$ cat src/rtl/sprite_pkg.sv
// Shared types for the sprite fetch path: vram word layout and RGB444 colour.
package sprite_pkg;

  typedef logic [11:0] rgb444_t;

  localparam int TRANSPARENT_BIT = 12;

  typedef struct packed {
    logic    transparent;
    rgb444_t color;
  } sprite_word_t;

  // Colour seen by the compositor: black whenever there is no opaque sprite pixel.
  function automatic rgb444_t visible_color(input sprite_word_t word, input logic in_box);
    rgb444_t result;
    if (in_box && !word.transparent) begin
      result = word.color;
    end else begin
      result = 12'h000;
    end
    return result;
  endfunction

endpackage

$ cat src/rtl/sprite_anim_ctr.sv
// Animation counter: steps the sprite-sheet frame once every FRAME_TICKS enabled display frames.
module sprite_anim_ctr
  import sprite_pkg::*;
#(
  parameter int FRAMES      = 8,
  parameter int FRAME_TICKS = 6,
  parameter int FRAME_W     = (FRAMES > 1) ? $clog2(FRAMES) : 1
) (
  input  logic               clk,
  input  logic               rst_n,
  input  logic               frame_start,
  input  logic               anim_en,
  output logic [FRAME_W-1:0] frame
);

  localparam int TICK_W = (FRAME_TICKS > 1) ? $clog2(FRAME_TICKS) : 1;

  logic [TICK_W-1:0]  tick_r;
  logic [FRAME_W-1:0] frame_r;

  // Tick/frame counter; frame wraps naturally because FRAMES is a power of two.
  always_ff @(posedge clk or negedge rst_n) begin
    if (!rst_n) begin
      tick_r  <= '0;
      frame_r <= '0;
    end else if (frame_start && anim_en) begin
      if (tick_r == TICK_W'(FRAME_TICKS - 1)) begin
        tick_r  <= '0;
        frame_r <= frame_r + FRAME_W'(1);
      end else begin
        tick_r  <= tick_r + TICK_W'(1);
      end
    end
  end

  assign frame = frame_r;

endmodule

$ cat src/rtl/sprite_fetch.sv
// Per-pixel sprite fetch: bounding-box test, vram address generation and
// transparent-aware colour output at a fixed latency of 3 cycles.
module sprite_fetch
  import sprite_pkg::*;
#(
  parameter int X_WIDTH     = 10,
  parameter int Y_WIDTH     = 10,
  parameter int SPR_W       = 64,
  parameter int SPR_H       = 64,
  parameter int FRAMES      = 8,
  parameter int FRAME_TICKS = 6,
  parameter int ADDR_WIDTH  = 15,
  parameter int DATA_WIDTH  = 13
) (
  input  logic                  clk,
  input  logic                  rst_n,
  input  logic                  frame_start,
  input  logic [X_WIDTH-1:0]    sprite_x,
  input  logic [Y_WIDTH-1:0]    sprite_y,
  input  logic                  anim_en,
  input  logic                  pix_valid,
  input  logic [X_WIDTH-1:0]    pix_x,
  input  logic [Y_WIDTH-1:0]    pix_y,
  output logic                  rom_en,
  output logic [ADDR_WIDTH-1:0] rom_addr,
  input  logic [DATA_WIDTH-1:0] rom_data,
  output logic                  out_valid,
  output logic                  out_hit,
  output logic [11:0]           out_color
);

  localparam int COL_W   = $clog2(SPR_W);
  localparam int ROW_W   = $clog2(SPR_H);
  localparam int FRAME_W = (FRAMES > 1) ? $clog2(FRAMES) : 1;

  logic [X_WIDTH-1:0]    pos_x_r;
  logic [Y_WIDTH-1:0]    pos_y_r;
  logic [FRAME_W-1:0]    frame_s;
  logic [X_WIDTH:0]      x_end_s;
  logic [Y_WIDTH:0]      y_end_s;
  logic                  in_box_s;
  logic [COL_W-1:0]      col_s;
  logic [ROW_W-1:0]      row_s;
  logic [ADDR_WIDTH-1:0] addr_s;
  logic                  valid_d1_r;
  logic                  valid_d2_r;
  logic                  in_box_d2_r;
  sprite_word_t          word_s;

  sprite_anim_ctr #(
    .FRAMES      (FRAMES),
    .FRAME_TICKS (FRAME_TICKS),
    .FRAME_W     (FRAME_W)
  ) u_anim (
    .clk         (clk),
    .rst_n       (rst_n),
    .frame_start (frame_start),
    .anim_en     (anim_en),
    .frame       (frame_s)
  );

  // Sprite position latch, updated once per frame.
  always_ff @(posedge clk or negedge rst_n) begin
    if (!rst_n) begin
      pos_x_r <= '0;
      pos_y_r <= '0;
    end else if (frame_start) begin
      pos_x_r <= sprite_x;
      pos_y_r <= sprite_y;
    end
  end

  // Box test at one extra bit so a sprite hanging off the right/bottom edge clips instead of wrapping.
  always_comb begin
    x_end_s  = {1'b0, pos_x_r} + (X_WIDTH + 1)'(SPR_W);
    y_end_s  = {1'b0, pos_y_r} + (Y_WIDTH + 1)'(SPR_H);
    in_box_s = pix_valid
               && ({1'b0, pix_x} >= {1'b0, pos_x_r}) && ({1'b0, pix_x} < x_end_s)
               && ({1'b0, pix_y} >= {1'b0, pos_y_r}) && ({1'b0, pix_y} < y_end_s);
    col_s    = COL_W'(pix_x - pos_x_r);
    row_s    = ROW_W'(pix_y - pos_y_r);
    if (in_box_s) begin
      addr_s = ADDR_WIDTH'({frame_s, row_s, col_s});
    end else begin
      addr_s = '0;
    end
  end

  // Address stage plus the delay line that lines the valid/in-box flags up with rom_data.
  always_ff @(posedge clk or negedge rst_n) begin
    if (!rst_n) begin
      rom_en      <= 1'b0;
      rom_addr    <= '0;
      valid_d1_r  <= 1'b0;
      valid_d2_r  <= 1'b0;
      in_box_d2_r <= 1'b0;
    end else begin
      rom_en      <= in_box_s;
      rom_addr    <= addr_s;
      valid_d1_r  <= pix_valid;
      valid_d2_r  <= valid_d1_r;
      in_box_d2_r <= rom_en;
    end
  end

  assign word_s = sprite_word_t'(rom_data[TRANSPARENT_BIT:0]);

  // Output stage; the in-box gate matters because a disabled vram returns opaque black.
  always_ff @(posedge clk or negedge rst_n) begin
    if (!rst_n) begin
      out_valid <= 1'b0;
      out_hit   <= 1'b0;
      out_color <= 12'h000;
    end else begin
      out_valid <= valid_d2_r;
      out_hit   <= in_box_d2_r && !word_s.transparent;
      out_color <= visible_color(word_s, in_box_d2_r);
    end
  end

endmodule

$ cat config.mk
export PLATFORM = sky130hd
export DESIGN_NAME = sprite_fetch
export DESIGN_NICKNAME = d
export VERILOG_FILES = /design/src/rtl/sprite_pkg.sv /design/src/rtl/sprite_anim_ctr.sv /design/src/rtl/sprite_fetch.sv
export SDC_FILE = /design/constraint.sdc
export NUM_CORES = 1
export LEC_CHECK = 0
export CAP_MARGIN = 20
export CORE_UTILIZATION = 50
export CTS_BUF_LIST = sky130_fd_sc_hd__clkbuf_8
export CTS_CLUSTER_DIAMETER = 200
export DETAILED_ROUTE_END_ITERATION = 6
export PLACE_DENSITY = 0.81
export SLEW_MARGIN = 20
export SYNTH_ARGS = -nofsm -noshare
export SYNTH_HDL_FRONTEND = slang
export SYNTH_HIERARCHICAL = 1
export SYNTH_SLANG_ARGS = --single-unit
$ cat constraint.sdc
create_clock -name clk -period 2.89 [get_ports clk]
set_input_delay 0.578 -clock clk [delete_from_list [all_inputs] [get_ports clk]]
set_output_delay 0.578 -clock clk [all_outputs]
set_load 0.02 [all_outputs]
After elaboration in Yosys (flattened, before gate mapping)
Index checks and enable logic that the tools add are counted.
{ "totals": {"reg_bits": 59, "latch_bits": 0, "mem_bits_rw": 0, "romBits": 0, "input_bits": 58, "memories": 0} }
{ "op_classes": {"addsub": 6, "mul": 0, "div": 0, "order_cmp": 4, "n_eq_ne": 1, "n_shift": 0, "muxes": 3, "bitwise": 0, "reduce_logical": 8} }
{ "op_table": {"columns": ["cell", "n"], "rows": [
  ["adder 10 x 7 -> 11 bit, second input constant", 2],
  ["< comparator 10 x 11 -> 1 bit", 2],
  ["greater-or-equal comparator 10 bit", 2],
  ["two-way mux 15 bit", 1],
  ["two-way mux 12 bit", 1],
  ["subtractor 6 bit", 2],
  ["adder 3 x 1 -> 3 bit, second input constant", 2],
  ["logical AND 1 bit", 6],
  ["equality test 3 bit, second input constant", 1],
  ["two-way mux 3 bit", 1],
  ["AND reduction 2 bit", 1],
  ["zero test 1 bit", 1]
]} }

Logic depth before layout (Yosys ltp)
{ "logic_depth": {"word_depth": 6, "depth_mapped": 10} }

Cells and area by module
The synthesis kept the hierarchy.
{ "by_module_without_submodules": {"columns": ["module", "n_inst", "cells_each", "area_each_um2", "seq_area_each_um2"], "rows": [
  ["sprite_fetch", 1, 269, 2867.8, 1326.3],
  ["sprite_anim_ctr", 1, 21, 266.5, 150.1]
]} }

Least setup slack after synthesis
No wires, ideal clock.
{ "synth_timing": {"kind": "in2reg", "from": "input pix_y[0]", "to": "register rom_addr[8]", "t_arrival_ns": 2.278, "setup_slack_ns": 0.491, "cell_stages": 10, "n_path_buf": 1, "cell_sequence": "inv_1 ha_1 inv_1 fa_1 a21o_1 a21oi_1 a31oi_1 o211ai_2 buf_8 nor3_2"} }
{ "synth_between": {"elab_chain_cells": 4} }
{ "synth_rtl": {"columns": ["element", "line", "source"], "rows": [
  ["start, declared", "sprite_fetch.sv:23", "input logic [Y_WIDTH-1:0] pix_y,"],
  ["greater-or-equal comparator 10 bit", "sprite_fetch.sv:79", "&& ({1'b0, pix_y} >= {1'b0, pos_y_r}) && ({1'b0, pix_y} < y_end_s);"],
  ["logical AND 1 bit (2 in a row)", "sprite_fetch.sv:79", null],
  ["two-way mux 15 bit *", "sprite_fetch.sv:82", "if (in_box_s) begin"],
  ["named net addr_s[8]", "sprite_fetch.sv:44", "logic [ADDR_WIDTH-1:0] addr_s;"],
  ["end signal, assigned", "sprite_fetch.sv:99", "rom_addr <= addr_s;"],
  ["end, declared", "sprite_fetch.sv:25", "output logic [ADDR_WIDTH-1:0] rom_addr,"]
]} }
The timed path passes the listed nets; every way through them passes the cells marked *.
A chain may end at the register's enable or synchronous reset.

Worst setup path in the final report
{ "layout_timing": {"from": "input pix_x[1]", "to": "register rom_addr[8]"} }
{ "layout_between": {"elab_chain_cells": 6} }
{ "layout_rtl": {"columns": ["element", "line", "source"], "rows": [
  ["start, declared", "sprite_fetch.sv:22", "input logic [X_WIDTH-1:0] pix_x,"],
  ["greater-or-equal comparator 10 bit", "sprite_fetch.sv:78", "&& ({1'b0, pix_x} >= {1'b0, pos_x_r}) && ({1'b0, pix_x} < x_end_s)"],
  ["logical AND 1 bit", "sprite_fetch.sv:78", null],
  ["logical AND 1 bit *", "sprite_fetch.sv:78", null],
  ["logical AND 1 bit * (2 in a row)", "sprite_fetch.sv:79", null],
  ["two-way mux 15 bit *", "sprite_fetch.sv:82", null],
  ["named net addr_s[8]", "sprite_fetch.sv:44", null]
]} }
Marks and branches as above.

==> impl_metrics.xml <==
<?xml version="1.0" encoding="UTF-8"?>
<metrics>
  <group name="run_status">
    <metric name="status" unit="">completed</metric>
  </group>
  <group name="die">
    <metric name="initial_utilization" unit="%">52.3</metric>
    <metric name="design.die.area" unit="um^2">6590</metric>
    <metric name="io-pin-count" unit="">88</metric>
    <metric name="num_rows" unit="">28</metric>
    <metric name="die-height" unit="um">81.2</metric>
    <metric name="die_w" unit="um">81.2</metric>
    <metric name="placeableCoreArea" unit="um^2">5990</metric>
  </group>
  <group name="power_and_ir_drop">
    <metric name="vdd.ir_drop.worst" unit="V">0.000374</metric>
    <metric name="power.switching" unit="W">0.000685</metric>
    <metric name="comb_power_share" unit="%">22.7</metric>
    <metric name="swShare" unit="%">28.2</metric>
    <metric name="design_power_total" unit="W">0.00243</metric>
    <metric name="pwr-share-clk" unit="%">38.3</metric>
    <metric name="power.leakage" unit="nW">1.95</metric>
    <metric name="power.sequential.fraction" unit="%">39.0</metric>
    <metric name="pwr_density_cell" unit="nW/um^2">561</metric>
    <metric name="internal-power" unit="W">0.00174</metric>
  </group>
  <group name="sta">
    <metric name="max_slew.worst_pin.slew" unit="ns">0.595</metric>
    <metric name="final-max-slew-violation-count" unit="">0</metric>
    <metric name="tns" unit="ns">0</metric>
    <metric name="timing.final.ws_setup" unit="ns">0.407</metric>
    <metric name="setup_viol" unit="">0</metric>
    <metric name="rsz0062_at_grt" unit="">no</metric>
    <metric name="post-route-min-period" unit="ns">2.48</metric>
    <metric name="final.setup_skew" unit="ns">0.0137</metric>
    <metric name="hold_viol_final" unit="">0</metric>
    <metric name="final_min_period_over_clock_period" unit="%">85.9</metric>
    <metric name="max_freq" unit="MHz">403</metric>
    <metric name="slew_headroom" unit="%">60.3</metric>
  </group>
  <group name="placement">
    <metric name="gp_congestion" unit="">0.847</metric>
    <metric name="numPortBuffers" unit="">87</metric>
    <metric name="dp_hpwl" unit="mm">4.92</metric>
    <metric name="detailedPlace.worstSlack" unit="ns">0.0740</metric>
    <metric name="dpl.cell_count" unit="">449</metric>
  </group>
  <group name="detailed_routing">
    <metric name="dr.pass1.iters" unit="">4</metric>
    <metric name="routed_via_density" unit="">5.14</metric>
    <metric name="drc" unit="">0</metric>
    <metric name="avgRoutedWirePerCell" unit="um">14.1</metric>
    <metric name="dr.first_iter.drc_count" unit="">114</metric>
    <metric name="wl" unit="mm">6.54</metric>
    <metric name="drt.antenna.violating_nets" unit="">0</metric>
    <metric name="vias" unit="">2390</metric>
  </group>
  <group name="run">
    <metric name="drv_cap" unit="">0</metric>
  </group>
  <group name="critical_path">
    <metric name="critical_path.startpoint_type" unit="">input pin</metric>
    <metric name="critPathKind" unit="">input pin to flip-flop</metric>
    <metric name="largest_fanout_on_the_critical_path" unit="">9</metric>
    <metric name="worstSetupEndpointType" unit="">flip-flop</metric>
    <metric name="cp_data_required_time" unit="ns">3.11</metric>
    <metric name="critical_path.reg2reg.startpoint" unit="">pos_x_r[6]$_DFFE_PN0P_</metric>
    <metric name="reg2reg_to" unit="">rom_addr[8]$_DFF_PN0_</metric>
    <metric name="ff2ff_path_depth" unit="">9</metric>
    <metric name="r2r_slack" unit="ns">0.63</metric>
    <metric name="crit_arrival" unit="ns">2.70</metric>
  </group>
  <group name="cells_and_area">
    <metric name="post_route_cells_drive_above_1_share" unit="%">11.5</metric>
    <metric name="final_nets" unit="">476</metric>
    <metric name="layout.cells.non_filler" unit="">465</metric>
    <metric name="fillers" unit="">423</metric>
    <metric name="number_of_diodes_added_for_antenna_fixing" unit="">0</metric>
    <metric name="synthToLayoutAreaGrowth" unit="%">38.1</metric>
  </group>
  <group name="cts">
    <metric name="cts_htree_levels" unit="">3</metric>
    <metric name="cts_hold_buffers" unit="">0</metric>
    <metric name="clk_transition_reported_paths" unit="ns">0.07</metric>
    <metric name="cts_tree" unit="">done</metric>
    <metric name="numCtsBuffers" unit="">9</metric>
    <metric name="cts-root-buf" unit="">sky130_fd_sc_hd__clkbuf_8</metric>
    <metric name="clk_path_buf_depth" unit="">2</metric>
    <metric name="clk_latency" unit="ns">0.34</metric>
    <metric name="postCtsSetupRepairBufs" unit="">0</metric>
    <metric name="tritoncts_num_sinks" unit="">59</metric>
    <metric name="number_of_instances_resized_during_post_cts_repair" unit="">0</metric>
  </group>
  <group name="global_routing">
    <metric name="first_global_vias" unit="">2411</metric>
    <metric name="largest_net_degree_at_the_start_of_global_routing" unit="">41</metric>
    <metric name="global_route_wire_length_before_repair" unit="mm">10.9</metric>
    <metric name="antenna_found_initial" unit="">0</metric>
    <metric name="grt_remaining_overflow" unit="">0</metric>
    <metric name="grt_use_total" unit="%">22.2</metric>
  </group>
  <group name="synth">
    <metric name="netlist_area" unit="um^2">3130</metric>
    <metric name="mappedNetlistNets" unit="">381</metric>
    <metric name="yosysWarnings" unit="">6</metric>
    <metric name="postSynth.topFlopCell" unit="">sky130_fd_sc_hd__dfrtp_1</metric>
    <metric name="synth-async-reset-ratio" unit="%">100</metric>
    <metric name="synth_cells" unit="">290</metric>
    <metric name="ys_seq_area_share" unit="%">47.1</metric>
    <metric name="ys_seq_elements" unit="">59</metric>
    <metric name="leading_cell_type_by_number_of_instances_after_synthesis" unit="">sky130_fd_sc_hd__dfrtp_1</metric>
    <metric name="synth_top_area_share" unit="%">47.1</metric>
    <metric name="post_synth_num_cell_types" unit="">51</metric>
    <metric name="synth.top_cells.by_area" unit="">sky130_fd_sc_hd__dfrtp_1 47%, sky130_fd_sc_hd__ha_1 12%, sky130_fd_sc_hd__o21ai_0 3.8%</metric>
    <metric name="avgSynthCellArea" unit="um^2">10.8</metric>
    <metric name="yosysTopAreaCell" unit="">sky130_fd_sc_hd__dfrtp_1</metric>
    <metric name="post_synth_most_frequent_cells" unit="">59 x sky130_fd_sc_hd__dfrtp_1, 31 x sky130_fd_sc_hd__ha_1, 31 x sky130_fd_sc_hd__inv_1</metric>
    <metric name="synth-edff-count" unit="">0</metric>
  </group>
  <group name="min_path">
    <metric name="min_path_type" unit="">input pin to asynchronous set/reset pin</metric>
  </group>
</metrics>
==> kinds of logic after synthesis <==
family	share of synthesized area [%]
DFF	47.1
and+or+nand+nor	15.8
xor gates and xnor gates	3.07
adders and majority gates	13.7
AOI/OAI and AO/OA	13.5
muxes	1.52
buffers and inverters	5.43
==> layout make-up <==
cell class	instances	area [um^2]	area share (%)
Clock buffer	9	124	2.86
Clock inverter	7	124	2.86
Inverter	32	120	2.77
Multi-Input combinational cell	191	1490	34.4
Sequential cell	59	1480	34.1
Tap cell	75	93.8	2.17
Timing Repair Buffer	92	903	20.9
==> placed cells by master, fill, tap and decap left out, drive strengths merged, types with 3 or more instances in the layout <==
cell type       n
clkdlybuf4s50  86
dfrtp          59
inv            33
ha             31
o21ai          27
nand2          24
nor3           17
a21oi          13
and2           12
clkbuf          9
xnor2           8
nand3           7
buf             6
o21a            5
nor2            5
nor2b           4
nand4           3
xor2            3
bufinv          3
a21o            3
o211ai          3
mux2            3
==> worst max-delay path by stage <==
stage,start,endpoint,depth (start not counted)
global placement,pix_y[0],rom_addr[11]$_DFF_PN0_,11
floorplan,pix_y[0],rom_addr[8]$_DFF_PN0_,10
detailed placement,pix_y[0],rom_addr[11]$_DFF_PN0_,11
finish,pix_x[1],rom_addr[8]$_DFF_PN0_,8
CTS,pix_x[1],rom_addr[8]$_DFF_PN0_,8
global route,pix_y[0],rom_addr[11]$_DFF_PN0_,11
==> registers in the layout (all words and copies together), names as in the netlist <==
register,cells
u_anim/frame,3
out_hit,1
out_valid,1
u_anim/tick_r,3
rom_addr,15
valid_d1_r,1
valid_d2_r,1
pos_x_r,10
out_color,12
pos_y_r,10
rom_en,1
in_box_d2_r,1
==> through the flow <==
step / area, um^2 / hold WS (ns) / utilization [%]
after CTS: 4330 / 0.204 / 72.3
after floorplan: 3130 / 0.282 / -
final: 4330 / 0.200 / 72.3
after global placement: 4080 / 0.332 / 68.1
after detailed placement: 4080 / 0.338 / 68.1
after global routing: 4330 / 0.229 / 72.3
==> worst max-delay path, stage by stage <==
cell                              delay (ns)
sky130_fd_sc_hd__clkdlybuf4s50_1        0.51
sky130_fd_sc_hd__ha_1                   0.36
sky130_fd_sc_hd__nor2b_1                0.18
sky130_fd_sc_hd__o31a_1                 0.29
sky130_fd_sc_hd__nor2_4                 0.07
sky130_fd_sc_hd__o2111ai_4              0.38
sky130_fd_sc_hd__buf_4                  0.27
sky130_fd_sc_hd__nor3_2                 0.06
==> power by group through the flow <==
| stage | clock, W | combinational (W) | sequential (W) |
|---|---|---|---|
| 6_report | 0.000929 | 0.000551 | 0.000948 |
| 5_1_grt | 0.000985 | 0.000612 | 0.000957 |
| 4_1_cts | 0.000949 | 0.000554 | 0.000948 |
| 3_5_place_dp | 0 | 0.000549 | 0.000964 |
| 3_3_place_gp | 0 | 0.000530 | 0.000959 |
| 2_1_floorplan | 0 | 0.000349 | 0.000962 |
==> layer usage <==
metal  share of wire [%]  track usage [%]
met1                  44             27.3
met2                  49             36.6
met3                 4.7             4.04
met4                 2.2             12.1
met5                   0                0
Power figures use the tool's default switching activity.
